**config.mk**
```make
export PLATFORM = sky130hd
export DESIGN_NAME = spike_shift_pipe
export DESIGN_NICKNAME = d
export VERILOG_FILES = /design/src/rtl/spike_shift_pkg.sv /design/src/rtl/spike_shift_stage.sv /design/src/rtl/spike_shift_pipe.sv
export SDC_FILE = /design/constraint.sdc
export NUM_CORES = 1
export LEC_CHECK = 0
export ABC_AREA = 0
export CAP_MARGIN = 10
export CORE_ASPECT_RATIO = 1.75
export CORE_MARGIN = 5
export CORE_UTILIZATION = 65
export CTS_BUF_LIST = sky130_fd_sc_hd__clkbuf_16
export CTS_CLUSTER_DIAMETER = 150
export DETAILED_ROUTE_END_ITERATION = 12
export DONT_BUFFER_PORTS = 1
export GPL_TIMING_DRIVEN = 0
export HOLD_SLACK_MARGIN = 0.05
export PLACE_DENSITY = 0.82
export SLEW_MARGIN = 10
export SYNTH_ARGS = -nofsm -noshare
export SYNTH_HDL_FRONTEND = slang
export SYNTH_SLANG_ARGS = --single-unit
```
**constraint.sdc**
```tcl
create_clock -name clock -period 3.15 [get_ports clock]
set_input_delay 0.4725 -clock clock [delete_from_list [all_inputs] [get_ports clock]]
set_output_delay 0.4725 -clock clock [all_outputs]
set_load 0.01 [all_outputs]
```
**src/rtl/spike_shift_pkg.sv**
```systemverilog
// Shared configuration, stage payload type and helpers for the spike shift pipeline.
// SPIKE_SHIFT_DROP_CNT_EN adds a popcount sideband to the payload.
package spike_shift_pkg;

  localparam int unsigned LEN           = 8;
  localparam int unsigned NUM_CH        = 4;
  localparam int unsigned MAX_SHIFT_MAG = 3;

  function automatic int unsigned calc_k(input int unsigned max_mag);
    return $clog2(max_mag + 1);
  endfunction

  function automatic int unsigned calc_shift_w(input int unsigned max_mag);
    return $clog2(max_mag) + 2;
  endfunction

  localparam int unsigned K       = calc_k(MAX_SHIFT_MAG);
  localparam int unsigned SHIFT_W = calc_shift_w(MAX_SHIFT_MAG);
  localparam int unsigned MAG_W   = K;
  localparam int unsigned DATA_W  = NUM_CH * LEN;
  localparam int unsigned POP_W   = $clog2(DATA_W + 1);

  // Payload carried through every pipeline stage; dir=1 means advance (toward lower t).
  typedef struct packed {
    logic [DATA_W-1:0]       data;
    logic [NUM_CH-1:0]       dir;
    logic [NUM_CH*MAG_W-1:0] mag;
    logic                    wrap;
    logic [NUM_CH-1:0]       sat;
`ifdef SPIKE_SHIFT_DROP_CNT_EN
    logic [POP_W-1:0]        pop;
`endif
  } stage_t;

  typedef struct packed {
    logic             dir;
    logic [MAG_W-1:0] mag;
    logic             sat;
  } clamp_t;

  // Split a signed shift into direction and clamped magnitude.
  function automatic clamp_t clamp_shift(input logic [SHIFT_W-1:0] sh);
    clamp_t             r;
    logic [SHIFT_W-1:0] mag_abs;
    r       = '0;
    r.dir   = sh[SHIFT_W-1];
    mag_abs = r.dir ? (~sh + SHIFT_W'(1)) : sh;
    r.sat   = (mag_abs > SHIFT_W'(MAX_SHIFT_MAG));
    r.mag   = r.sat ? MAG_W'(MAX_SHIFT_MAG) : MAG_W'(mag_abs);
    return r;
  endfunction

  function automatic logic [POP_W-1:0] popcount(input logic [DATA_W-1:0] v);
    logic [POP_W-1:0] n;
    n = '0;
    for (int unsigned i = 0; i < DATA_W; i++) begin
      n = n + POP_W'(v[i]);
    end
    return n;
  endfunction

endpackage

```
**src/rtl/spike_shift_stage.sv**
```systemverilog
// One registered barrel stage: shifts or rotates every channel by 1<<BIT when that
// magnitude bit is set, otherwise passes the payload through.
module spike_shift_stage
  import spike_shift_pkg::*;
#(
  parameter int unsigned BIT = 0
)
(
  input  logic   clock,
  input  logic   reset_n,
  input  logic   advance,
  input  logic   src_valid,
  input  stage_t src,
  output logic   dst_valid,
  output stage_t dst
);

  localparam int unsigned DIST = 1 << BIT;

  stage_t nxt;

  always_comb begin
    logic [LEN-1:0] ch;
    logic [LEN-1:0] res;
    nxt = src;
    ch  = '0;
    res = '0;
    for (int unsigned c = 0; c < NUM_CH; c++) begin
      ch  = src.data[c*LEN +: LEN];
      res = ch;
      if (src.mag[c*MAG_W + BIT]) begin
        // Advance moves spikes toward t=0; delay toward t=LEN-1.
        if (src.dir[c]) begin
          res = src.wrap ? ((ch >> DIST) | (ch << (LEN - DIST))) : (ch >> DIST);
        end else begin
          res = src.wrap ? ((ch << DIST) | (ch >> (LEN - DIST))) : (ch << DIST);
        end
      end
      nxt.data[c*LEN +: LEN] = res;
    end
  end

  always_ff @(posedge clock) begin
    if (!reset_n) begin
      dst_valid <= 1'b0;
      dst       <= '0;
    end else if (advance) begin
      dst_valid <= src_valid;
      dst       <= nxt;
    end
  end

endmodule

```
**src/rtl/spike_shift_pipe.sv**
```systemverilog
// Pipelined multi-channel spike-vector time shifter: clamp stage plus K barrel stages.
// Optional spike-loss counter enabled by SPIKE_SHIFT_DROP_CNT_EN.
module spike_shift_pipe
  import spike_shift_pkg::*;
(
  input  logic                      clock,
  input  logic                      reset_n,
  input  logic                      in_valid,
  output logic                      in_ready,
  input  logic [NUM_CH*LEN-1:0]     in_data,
  input  logic [NUM_CH*SHIFT_W-1:0] in_shift,
  input  logic                      in_wrap,
  output logic                      out_valid,
  input  logic                      out_ready,
  output logic [NUM_CH*LEN-1:0]     out_data,
  output logic [NUM_CH-1:0]         out_sat
`ifdef SPIKE_SHIFT_DROP_CNT_EN
  ,
  output logic [15:0]               drop_count
`endif
);

  logic   advance;
  logic   s0_valid;
  stage_t s0_pay;
  stage_t s0_next;
  logic   valid [K+1];
  stage_t pay   [K+1];

  // Whole pipe moves as one; a stalled output freezes every stage.
  assign advance  = ~out_valid | out_ready;
  assign in_ready = advance;

  always_comb begin
    clamp_t cl;
    s0_next      = '0;
    cl           = '0;
    s0_next.data = in_data;
    s0_next.wrap = in_wrap;
    for (int unsigned c = 0; c < NUM_CH; c++) begin
      cl                              = clamp_shift(in_shift[c*SHIFT_W +: SHIFT_W]);
      s0_next.dir[c]                  = cl.dir;
      s0_next.mag[c*MAG_W +: MAG_W]   = cl.mag;
      s0_next.sat[c]                  = cl.sat;
    end
`ifdef SPIKE_SHIFT_DROP_CNT_EN
    s0_next.pop = popcount(in_data);
`endif
  end

  always_ff @(posedge clock) begin
    if (!reset_n) begin
      s0_valid <= 1'b0;
      s0_pay   <= '0;
    end else if (advance) begin
      s0_valid <= in_valid;
      s0_pay   <= s0_next;
    end
  end

  assign valid[0] = s0_valid;
  assign pay[0]   = s0_pay;

  for (genvar k = 0; k < K; k++) begin : g_stage
    spike_shift_stage #(
      .BIT (k)
    ) u_stage (
      .clock     (clock),
      .reset_n   (reset_n),
      .advance   (advance),
      .src_valid (valid[k]),
      .src       (pay[k]),
      .dst_valid (valid[k+1]),
      .dst       (pay[k+1])
    );
  end

  assign out_valid = valid[K];
  assign out_data  = pay[K].data;
  assign out_sat   = pay[K].sat;

  // Routing fields have no consumer past the last barrel stage.
  logic unused_tail;
  assign unused_tail = ^{pay[K].dir, pay[K].mag, pay[K].wrap};

`ifdef SPIKE_SHIFT_DROP_CNT_EN
  logic [POP_W-1:0] out_pop;
  logic [POP_W-1:0] lost;
  logic [16:0]      cnt_sum;

  always_comb begin
    out_pop = popcount(pay[K].data);
    lost    = pay[K].pop - out_pop;
    cnt_sum = 17'(drop_count) + 17'(lost);
  end

  // Saturating accumulation of spikes pushed off the vector edges.
  always_ff @(posedge clock) begin
    if (!reset_n) begin
      drop_count <= '0;
    end else if (out_valid && out_ready) begin
      drop_count <= cnt_sum[16] ? 16'hFFFF : cnt_sum[15:0];
    end
  end
`endif

endmodule

```
After elaboration in Yosys (flattened, before gate mapping)
Index checks and enable logic that the tools add are counted.
{"block": "word_totals", "ff_bits": 137, "latchBits": 0, "ram_bits": 0, "romBits": 0, "output_inout_bits": 38, "n_memories": 0}
{"block": "classes", "n_addsub": 4, "n_mul": 0, "n_div": 0, "magnitude_cmp": 4, "eq_ne": 0, "shift": 0, "muxes": 40, "bitwise_logic": 22, "reduce_logical": 0}
{"op": "$mux W8", "count": 32}
{"op": "$or A6 B8 Y8", "count": 4}
{"op": "$or A7 B8 Y8", "count": 4}
{"op": "$or A8 B1 Y8", "count": 4}
{"op": "$or A8 B2 Y8", "count": 4}
{"op": "$add A4 B1 Y4 const B", "count": 4}
{"op": "$gt A4 B2 Y1 const B", "count": 4}
{"op": "$mux W4", "count": 4}
{"op": "$not A4 Y4", "count": 4}
{"op": "$mux W2", "count": 4}
{"op": "$not A1 Y1", "count": 1}
{"op": "$or A1 B1 Y1", "count": 1}

Depth between registers and ports, before layout
Gate-level depths: netlist (run 1).
{"block": "depth", "ltp_word": 5, "ltp_mapped": 7, "mapped_depth_nobuf": 5}

Hierarchy
From an unflattened synthesis (run 1), not the netlist that was laid out.
{"block": "hier_totals", "hier_cells": 811, "area_unflattened_um2": 7240.7}
{"module": "spike_shift_stage at g_stage[0].u_stage", "n_inst": 1, "cells_per_inst": 278, "area_per_inst_um2": 2593.7, "seq_area_each_um2": 1001.0}
{"module": "spike_shift_stage at g_stage[1].u_stage", "n_inst": 1, "cells_per_inst": 286, "area_per_inst_um2": 2532.4, "seq_area_each_um2": 1001.0}
{"module": "spike_shift_pipe", "n_inst": 1, "cells_per_inst": 247, "area_per_inst_um2": 2114.5, "seq_area_each_um2": 1001.0}

Worst setup path before layout (run 1)
OpenSTA, ideal clock, no wires.
{"block": "synth_timing", "kind": "input-to-output", "from": "input out_ready", "to": "output in_ready", "arrival_ns": 0.934, "t_required_ns": 2.677, "slack_ns": 1.744, "cell_stages": 4, "cell_sequence": "nor2b_4 > buf_8 > inv_6 > buf_2"}
{"block": "synth_between", "elab_chain_len": 1}
{"element": "from (decl)", "line": "spike_shift_pipe.sv:14", "source": "input logic out_ready,"}
{"element": "$or A1 B1 Y1", "line": "spike_shift_pipe.sv:31", "source": "assign advance = ~out_valid | out_ready;"}
{"element": "to (decl)", "line": "spike_shift_pipe.sv:9", "source": "output logic in_ready,"}
No other way between the ends.

Worst setup path in the final report (run 1)
{"block": "layout_timing", "from": "register g_stage[1].u_stage.dst_valid", "to": "output in_ready"}
{"block": "layout_between", "elab_chain_len": 2}
{"element": "from (decl)", "line": "spike_shift_stage.sv:14", "source": "output logic dst_valid,"}
{"element": "from (signal assigned)", "line": "spike_shift_stage.sv:48", "source": "dst_valid <= src_valid;"}
{"element": "$not A1 Y1", "line": "spike_shift_pipe.sv:31"}
{"element": "$or A1 B1 Y1", "line": "spike_shift_pipe.sv:31"}
No other way between the ends.

==> summary.md, run 1 <==
| Metric | Value |
|---|---|
| Synthesis-to-finish area growth | `11.01%` |
| # placed instances | `between 900 and 1000` |
| Count of pins over their slew limit | `0` |
| DRC violations left | `0` |
| Clock skew | `approximately 0.0076 ns` |
| Die width | `between 80 and 90 um` |
| Worst slew pin tran | `between 0.5 and 0.6 ns` |
| Crit path capture type | `output port` |
| Vias in the first global route | `5730` |
| Area leader, netlist | `dfxtp_1` |
| Pwr per Cell Area | `612.9 mW/mm^2` |
| Num CTS Buffers | `17` |
| Hold Crit Class | `in2reg` |
| Max VDD drop | `463.8 uV` |
| Starting Density | `65.62%` |
| # diodes | `0` |
| CTS tree | `done` |
| # fillers | `800` |
| Slew margin rel. | `roughly 60%` |
| Final ANT Viol Nets | `0` |
| Grt total ovfl | `0` |
| Placed cell areas | `~0.0066 sq mm` |
| Clock Latency Late Sink | `0.42 ns` |
| Fin nets | `roughly 850` |
| Vias per Instance | `a little over 6` |
| Post-synthesis sequential area ratio | `about 41%` |
| Cells after Synth | `between 700 and 800` |
| Clk pin slew, worst setup/hold paths | `about 0.06 ns` |
| Port bufs | `0` |
| Worst Path Arrival | `~1.4 ns` |
| Setup violators final | `0` |
| Family with the most delay on the worst path | `buffers and inverters` |
| Final Critical Period | `around 1.9 ns` |
| Routed Wire Length | `between 15000 and 20000 um` |
| Gp weighted congestion | `roughly 0.90` |
| WP data required | `between 2 and 3 ns` |
| Hold buffer count at cts | `0` |
| Post-Syn Area | `approximately 0.0064 sq mm` |
| Iteration-0 DRC Markers | `430` |
| Num Clock Sinks | `133` |
| Hold Fails Final Rpt | `0` |
| HPWL Detailed | `around 13000 um` |
| Layout cells sized above 1 | `between 10% and 20%` |
| Post-CTS setup buffer count | `0` |
| Worst Setup Path Type | `reg2out` |
| Finished Cell Area | `roughly 0.0071 sq mm` |
| Post-CTS Resized | `0` |
| Max Buffers Root-to-Sink | `2` |
| CP max-delay cell | `dfxtp_1` |
| IO Pins | `between 90 and 100` |
| #FFs+latches synth | `around 130` |
| Max FO, Critical Path | `10` |
| Syn_nets | `~830` |
| Fraction of registers with async set or reset after synthesis | `0%` |
| Outcome | `finished clean` |
| Clock Root Buffer | `clkbuf_16` |
| Number of synthesized flops with an enable pin | `0` |
| Total track usage | `30.04%` |
| Post-synth cell types | `25` |
| Initial antenna violation count | `0` |
| Leakage | `around 0.0028 uW` |
| First-pass GRT wire length | `approximately 28000 um` |
| CP startpoint kind | `flop` |
| Finished Layout Cells | `between 900 and 1000` |
| Synth area leaders | `dfxtp_1 41%, nand2_1 11%, a21oi_1 9.7%, mux2i_1 7.5%, a211o_1 5.5%` |
| Setup TNS Final | `0 ns` |
| Synth Flop Type | `dfxtp_1` |
| CP peak stage delay | `between 0.3 and 0.4 ns` |
| Final worst-path cycle share | `between 50 and 60%` |
| Core area | `around 0.01 sq mm` |
| Max cap viols | `0` |
| Cells along the critical path | `nor2b_4 > buf_8 > inv_6 > buf_2` |
| Share of Yosys cell area claimed by the top area cell type | `around two fifths` |
| Pin count of the biggest net entering global routing | `17` |
| Max Clk Rate | `between 0.5 and 0.6 GHz` |
| RSZ-0062 raised after global routing | `no` |
| Full die area | `0.01205 sq mm` |
| Row cnt | `48` |
| Die H | `around 140 um` |
| DR WL/cell | `19.07 um` |
| TritonRoute pass-1 iters | `6` |
| Avg Cell Area, Syn | `around 8.3 sq um` |
| CTS H-tree depth | `4` |
| Vias | `approximately 5700` |
| Synth warn | `0` |
| Buf/Inv on CP | `3` |
==> kinds of logic (layout without fill, tap and decap cells) <==
kind of cell | count (synthesis) | after routing | synth area share [%]
AO/OA/AOI/OAI | 205 | 205 | 20.37
adder cells (fa/ha/maj) | 4 | 4 | 0.7792
buffers and inverters | 80 | 112 | 9.700
flip-flops | 133 | 133 | 41.45
multiplexers | 52 | 52 | 8.181
AND/OR/NAND/NOR | 302 | 302 | 19.52
==> placed cells by master, fill, tap and decap left out, types with 3 or more instances in the layout <==
master / n
nand3_1: 19
dfxtp_1: 133
a311o_1: 24
mux2_2: 4
nor2_1: 66
buf_4: 12
a21oi_1: 124
mux2i_1: 48
clkinv_2: 4
buf_6: 26
nand2b_1: 12
buf_2: 25
a211o_1: 40
nand2_1: 189
o22ai_1: 8
inv_1: 13
nand3b_1: 15
clkbuf_16: 17
ha_1: 4
clkinvlp_4: 3
o21ai_0: 8
==> cell type report <==
cell class / count / area, sq um / share of cell area (%)
sequential: 133 / 2663 / 37.34
buffer: 70 / 580.6 / 8.142
inverter: 10 / 42.54 / 0.5966
clock buffer: 17 / 425.4 / 5.966
clock inverter: 15 / 125.1 / 1.755
multi-input combinational: 563 / 3138 / 44.01
tap: 125 / 156.4 / 2.193
==> metal layers <==
metal	up-vias	share of wire, %	wire, um	GRT usage (%)
li1	2719	-	-	-
met1	2655	36	6381	31.88
met2	266	51	9003	51.31
met3	81	7.6	1360	8.483
met4	0	5.9	1045	19.35
met5	-	0	0	0
==> flip-flops by register name, indices dropped and copies added (netlist names) <==
name	count
g_stage.u_stage.dst	81
g_stage.u_stage.dst_valid	2
s0_valid	1
pay	49
==> worst reg2reg max path, stage by stage (launching register included) <==
cell and delay, ns:
dfxtp_1 0.37, nor2b_4 0.17, buf_8 0.16, buf_12 0.15, buf_6 0.18, nand2_1 0.09
a21oi_1 0.18
==> stage by stage <==
step | utilization [%] | hold WS [ns] | worst slack (ns) | power, uW
6_report | 72.84 | 0.1898 | 1.289 | 4370
5_1_grt | 72.84 | 0.1778 | 1.226 | 4522
4_1_cts | 72.84 | 0.1859 | 1.276 | 4364
3_5_place_dp | 67.22 | 0.4458 | 1.576 | 2540
3_3_place_gp | 67.22 | 0.4401 | 1.629 | 2516
2_1_floorplan | - | 0.4321 | 1.744 | 2391
==> power breakdown <==
group | internal [uW] | switching, uW
Combinational | 264 | 297
Clock | 1140 | 710
Sequential | 1820 | 142
==> final timing paths <==
check                                                   from                          to  slack, ns  cells after the start
worst max-delay path            g_stage[1].u_stage.dst_valid                    in_ready       1.29                      4
worst min-delay path                             in_data[12]                    pay[127]       0.19                      2
worst max register to register  g_stage[1].u_stage.dst_valid  g_stage[0].u_stage.dst[32]       1.76                      6
worst min register to register     g_stage[0].u_stage.dst[1]   g_stage[0].u_stage.dst[1]       0.45                      2
==> Yosys cell counts, drive strengths merged (8+ instances only) <==
| cell type | n |
|---|---|
| a211o | 40 |
| a21oi | 124 |
| inv | 10 |
| nand2 | 189 |
| nor2 | 66 |
| nand3b | 15 |
| mux2i | 48 |
| nand2b | 12 |
| buf | 66 |
| dfxtp | 133 |
| o22ai | 8 |
| a311o | 24 |
| nand3 | 19 |
| o21ai | 8 |
No activity file was read; power rests on OpenSTA's default activity.
==> run 2, diff against run 1 <==
--- a/config.mk
+++ b/config.mk
@@ -9,14 +9,14 @@
 export CAP_MARGIN = 10
 export CORE_ASPECT_RATIO = 1.75
 export CORE_MARGIN = 5
-export CORE_UTILIZATION = 65
+export CORE_UTILIZATION = 57
 export CTS_BUF_LIST = sky130_fd_sc_hd__clkbuf_16
 export CTS_CLUSTER_DIAMETER = 150
 export DETAILED_ROUTE_END_ITERATION = 12
 export DONT_BUFFER_PORTS = 1
 export GPL_TIMING_DRIVEN = 0
 export HOLD_SLACK_MARGIN = 0.05
-export PLACE_DENSITY = 0.82
+export PLACE_DENSITY = 0.76
 export SLEW_MARGIN = 10
 export SYNTH_ARGS = -nofsm -noshare
 export SYNTH_HDL_FRONTEND = slang
==> constraint.sdc (replaced) <==
create_clock -name clock -period 1.6 [get_ports clock]
set_input_delay 0.24 -clock clock [delete_from_list [all_inputs] [get_ports clock]]
set_output_delay 0.24 -clock clock [all_outputs]
set_load 0.01 [all_outputs]
==> summary.md, run 2 (synthesized netlist as in run 1, its figures left out) <==
| Metric | Value |
|---|---|
| Max FO, Critical Path | `10` |
| Vias per Instance | `approximately 6.0` |
| CTS tree | `done` |
| Max reg flops | `81` |
| Num Clock Sinks | `between 100 and 150` |
| Reg-to-reg slack, setup | `~0.19 ns` |
| Max cap viols | `0` |
| Vias in the first global route | `approximately 6000` |
| Layout cells sized above 1 | `about an eighth` |
| Place WS | `between 0.15 and 0.2 ns` |
| Vias | `5921` |
| Port bufs | `0` |
| Final Util | `roughly two thirds` |
| Finished Layout Cells | `985` |
| Gp weighted congestion | `~0.95` |
| Clock Latency Late Sink | `around 0.42 ns` |
| Fin nets | `approximately 900` |
| CP startpoint kind | `flop` |
| DRC violations left | `0` |
| Full die area | `0.01358 sq mm` |
| Routed Wire Length | `18400 um` |
| Clock skew | `between 0.007 and 0.008 ns` |
| Max VDD drop | `about 860 uV` |
| Hold Fails Final Rpt | `0` |
| Placed cell areas | `between 0.006 and 0.007 sq mm` |
| Iteration-0 DRC Markers | `345` |
| RSZ-0062 raised after global routing | `no` |
| HPWL Detailed | `around 13000 um` |
| Commonest non-fill, non-tap cells in the layout | `189 x nand2_1, 132 x dfxtp_1, 124 x a21oi_1, 66 x nor2_1, 48 x mux2i_1` |
| Die H | `150.4 um` |
| # diodes | `0` |
| Finished Cell Area | `0.007604 sq mm` |
| Synthesis-to-finish area growth | `18.37%` |
| Grt total ovfl | `0` |
| First-pass GRT wire length | `between 20000 and 30000 um` |
| Worst Setup Path Type | `reg2out` |
| Clock Root Buffer | `clkbuf_16` |
| Count of pins over their slew limit | `0` |
| Starting Density | `a little under 60%` |
| Most common cell after layout, fill and taps aside | `nand2_1` |
| # placed instances | `roughly 900` |
| DR WL/cell | `~19 um` |
| WP data required | `about 1.4 ns` |
| Leakage | `slightly above 0.003 uW` |
| Crit path capture type | `output port` |
| Row cnt | `approximately 50` |
| Worst Path Arrival | `1.32 ns` |
| Final worst-path cycle share | `between 90% and 100%` |
| TritonRoute pass-1 iters | `5` |
| Setup TNS Final | `0 ns` |
| Die width | `between 90 and 100 um` |
| Final ANT Viol Nets | `0` |
| Hold Crit Class | `in2reg` |
| Core area | `approximately 0.011 sq mm` |
| Slew margin rel. | `56.18%` |
| Pwr per Cell Area | `~1200 mW/mm^2` |
| CTS H-tree depth | `4` |
| Setup violators final | `0` |
| Total track usage | `between 20% and 30%` |
| Max Clk Rate | `0.6397 GHz` |
| Final Critical Period | `between 1.5 and 2 ns` |
| Initial antenna violation count | `0` |
| Outcome | `finished clean` |
| Worst slew pin tran | `between 0.6 and 0.7 ns` |
| Num CTS Buffers | `17` |
| Top reg by flops | `g_stage.u_stage.dst` |
| IO Pins | `a little over 90` |
| Clk pin slew, worst setup/hold paths | `0.06 ns` |
| Pin count of the biggest net entering global routing | `17` |
| Max Buffers Root-to-Sink | `2` |
| Fin worst setup slack | `between 0.03 and 0.04 ns` |
==> run 2: cell count changes in the layout (fill, tap and decap cells not counted) <==
| cell | delta |
|---|---|
| buf_12 | +1 |
| buf_2 | -1 |
| buf_4 | +5 |
| buf_8 | -1 |
| clkinv_2 | +2 |
| clkinv_4 | +4 |
| clkinvlp_4 | -2 |
| dfxtp_1 | -1 |
| dfxtp_2 | +1 |
| dlygate4sd3_1 | +41 |
| inv_1 | -4 |
==> run 2: power breakdown <==
part | internal [uW] | switching [uW] | leakage, uW
Combinational | 588 | 608 | 0.00165
Clock | 2270 | 1450 | 0.000281
Sequential | 3580 | 278 | 0.00110
==> run 2: final cells by class <==
class | count | area, sq um
Timing Repair Buffer | 45 | 440.4
Clock buffer | 17 | 425.4
Tap cell | 132 | 165.2
Multi-Input combinational cell | 563 | 3138
Inverter | 10 | 42.54
Sequential cell | 133 | 2664
Buffer | 70 | 588.1
Clock inverter | 15 | 140.1
Fill cell | 905 | 3500
==> run 2: repair_timing <==
| item | CTS | global route |
|---|---|---|
| setup buffers | 0 | 4 |
| gates resized for setup | 3 | 0 |
| hold endpoints to repair | 41 | 0 |
| hold buffers | 41 | 0 |
| endpoints found under the setup margin | 1 | 1 |
==> run 2: metal layers <==
| metal | wire [um] | global-route usage, % | part of all wire, % | vias up |
|---|---|---|---|---|
| li1 | - | - | - | 2808 |
| met1 | 7116 | 29.47 | 39 | 2808 |
| met2 | 9566 | 48.20 | 52 | 237 |
| met3 | 927 | 6.100 | 5.0 | 68 |
| met4 | 785 | 13.93 | 4.3 | 0 |
| met5 | 0 | 0 | 0 | - |
==> run 2: final timing paths <==
check	startpoint	endpoint	cells past startpoint
setup / recovery	g_stage[1].u_stage.dst_valid	in_ready	4
hold / removal	in_shift[2]	pay[98]	2
setup reg to reg	g_stage[1].u_stage.dst_valid	g_stage[1].u_stage.dst[25]	6
hold reg to reg	g_stage[0].u_stage.dst[1]	g_stage[0].u_stage.dst[1]	2
==> run 2: metrics by stage <==
step	hold WS (ns)	total power (uW)
after floorplan	0.3805	4707
final	0.05289	8775
after global placement	0.3847	4955
after global routing	0.06029	9088
after CTS	0.05500	8743
after detailed placement	0.3866	4999
==> run 2: worst max-delay path: stages (launching register included) <==
cell	delay (ns)
dfxtp_2	0.36
nor2b_4	0.17
buf_12	0.13
inv_6	0.05
buf_4	0.18
==> run 3, diff against run 2 <==
--- a/config.mk
+++ b/config.mk
@@ -8,7 +8,7 @@
 export ABC_AREA = 0
 export CAP_MARGIN = 10
 export CORE_ASPECT_RATIO = 1.75
-export CORE_MARGIN = 5
+export CORE_MARGIN = 8
 export CORE_UTILIZATION = 57
 export CTS_BUF_LIST = sky130_fd_sc_hd__clkbuf_16
 export CTS_CLUSTER_DIAMETER = 150
==> summary.md, run 3 (synthesized netlist as in run 1, its figures left out) <==
| Metric | Value |
|---|---|
| Outcome | `finished clean` |
| Max FO, Critical Path | `10` |
| First-pass GRT wire length | `29330 um` |
| Crit path capture type | `output port` |
| Starting Density | `58.19%` |
| Total track usage | `25.35%` |
| Switch Pwr | `~2300 uW` |
| Metal2 WL | `9822 um` |
| Hold Crit Class | `in2reg` |
| CP startpoint kind | `flop` |
| Place WS | `0.1988 ns` |
| Max VDD drop | `around 900 uV` |
| Met1 wire length | `just over 7000 um` |
| FF-to-FF Start | `g_stage[1].u_stage.dst_valid` |
| Clock Root Buffer | `clkbuf_16` |
| Worst Path Arrival | `1.29 ns` |
| Gp weighted congestion | `around 0.89` |
| Core area | `0.01104 sq mm` |
| Sw Ratio | `approximately a quarter` |
| Die H | `about 160 um` |
| Reg-to-reg slack, setup | `0.12 ns` |
| Grt total ovfl | `0` |
| Slew margin rel. | `around three fifths` |
| WHS Endpoint | `pay[100]` |
| Max reg flops | `around 80` |
| Final Critical Period | `around 1.5 ns` |
| IO Pins | `91` |
| Clock skew | `0.008006 ns` |
| CTS H-tree depth | `4` |
| Internal power | `roughly 6600 uW` |
| Top reg by flops | `g_stage.u_stage.dst` |
| Setup violators final | `0` |
| Pin count of the biggest net entering global routing | `17` |
| Worst Setup Path Type | `reg2out` |
| HPWL Detailed | `roughly 14000 um` |
| Final ANT Viol Nets | `0` |
| Worst slew pin tran | `just over 0.6 ns` |
| Flip-flop and latch area | `between 0.002 and 0.003 sq mm` |
| Max Buffers Root-to-Sink | `2` |
| Commonest non-fill, non-tap cells in the layout | `189 x nand2_1, 132 x dfxtp_1, 124 x a21oi_1, 66 x nor2_1, 48 x mux2i_1` |
| DRC violations left | `0` |
| Min-delay src | `in_shift[10]` |
| Layout cells sized above 1 | `12.34%` |
| Multi-input gate area | `about 0.0031 sq mm` |
| Pwr per Cell Area | `approximately 1200 mW/mm^2` |
| Max Clk Rate | `about 0.65 GHz` |
| Leakage | `roughly 0.0030 uW` |
| Max cap viols | `0` |
| Routed Wire Length | `about 19000 um` |
| CTS tree | `done` |
| Num Clock Sinks | `roughly 130` |
| Terminus of the critical flop-to-flop path | `pay[144]` |
| Iteration-0 DRC Markers | `310` |
| Die width | `~96 um` |
| Clock share of power | `a little over two fifths` |
| Crit path launch | `g_stage[1].u_stage.dst_valid` |
| TritonRoute pass-1 iters | `7` |
| Placed cell areas | `around 0.0066 sq mm` |
| Worst r2r path cells | `7` |
| # fillers | `a little over 900` |
| Seq pwr share | `43.2%` |
| RSZ-0062 raised after global routing | `no` |
| Vias | `~5800` |
| Initial antenna violation count | `0` |
| Vias in the first global route | `between 5000 and 6000` |
| Setup TNS Final | `0 ns` |
| Count of pins over their slew limit | `0` |
| Clk pin slew, worst setup/hold paths | `about 0.06 ns` |
| Num CTS Buffers | `17` |
| # diodes | `0` |
| Port bufs | `0` |
| Fin worst setup slack | `around 0.071 ns` |
| Row cnt | `51` |
| Vias per Instance | `roughly 5.9` |
| Synthesis-to-finish area growth | `18.60%` |
| Met3 wire len | `1115 um` |
| Most common cell after layout, fill and taps aside | `nand2_1` |
| Finished Cell Area | `roughly 0.0076 sq mm` |
| Clock Latency Late Sink | `between 0.4 and 0.5 ns` |
| Top Metal Used | `met4` |
| DR WL/cell | `between 15 and 20 um` |
| Hold Fails Final Rpt | `0` |
| Full die area | `approximately 0.015 sq mm` |
| Final worst-path cycle share | `around 96%` |
| Hold depth | `2` |
| WP data required | `between 1 and 1.5 ns` |
| Fin nets | `between 800 and 900` |
| Comb power frac | `roughly an eighth` |
## run 3: cell types whose count changed in the layout (fill, tap and decap cells not counted), sizes merged
cell,previous run,this run
clkinv,12,6
bufinv,2,3
clkinvlp,1,5
dlygate4sd3,41,43
buf,70,67
## run 3: power by group through the flow
stage	Clock (uW)	Sequential [uW]	Combinational [uW]
after global placement	0	3920	1050
final	3890	3860	1190
after floorplan	0	3840	867
after global routing	4060	3890	1300
after CTS	3890	3860	1180
after detailed placement	0	3930	1080
## run 3: per-stage QoR
step           hold slack (ns)  power (uW)  util (%)  cells
2_1_floorplan           0.3805        4707         -    776
3_3_place_gp            0.3841        4970     59.68    908
3_5_place_dp            0.3865        5009     59.68    908
4_1_cts                0.05405        8922     69.01    983
5_1_grt                0.06636        9251     69.01    983
6_report               0.06715        8940     69.01    983
## run 3: how the worst max path moves through the flow
stage | endpoint | slack (ns) | cells after the start
floorplan | g_stage[0].u_stage.dst[0] | 0.40 | 7
global placement | g_stage[0].u_stage.dst[10] | 0.20 | 7
detailed placement | pay[138] | 0.20 | 5
CTS | in_ready | 0.06 | 4
global route | g_stage[0].u_stage.dst[1] | 0.04 | 7
finish | in_ready | 0.07 | 4
## run 3: layer usage
layer  global-route usage, %  vias up
li1                        -     2803
met1                   27.01     2765
met2                   44.47      182
met3                   6.187       42
met4                   12.38        0
met5                       0        -
## run 3: worst max-delay path, stage by stage, from the launching register on
cell and delay [ns]:
dfxtp_2 0.34, nor2b_4 0.13, buf_8 0.12, inv_6 0.08, buf_4 0.20
## run 3: timing repair
action / 4_1_cts / 5_1_grt
buffers inserted: 1 / 0
hold buffers: 43 / 0
setup endpoints to repair: 1 / 0
resized for setup: 2 / 0
endpoints found under the hold margin: 43 / 0
## run 3: final cells by class
class,count,share of cell area [%]
clock inverter,14,2.135
inverter,10,0.5584
multi-input combinational,563,41.19
clock buffer,17,5.584
buffer,70,7.653
sequential,133,34.96
tap,132,2.168
timing repair buffer,44,5.748
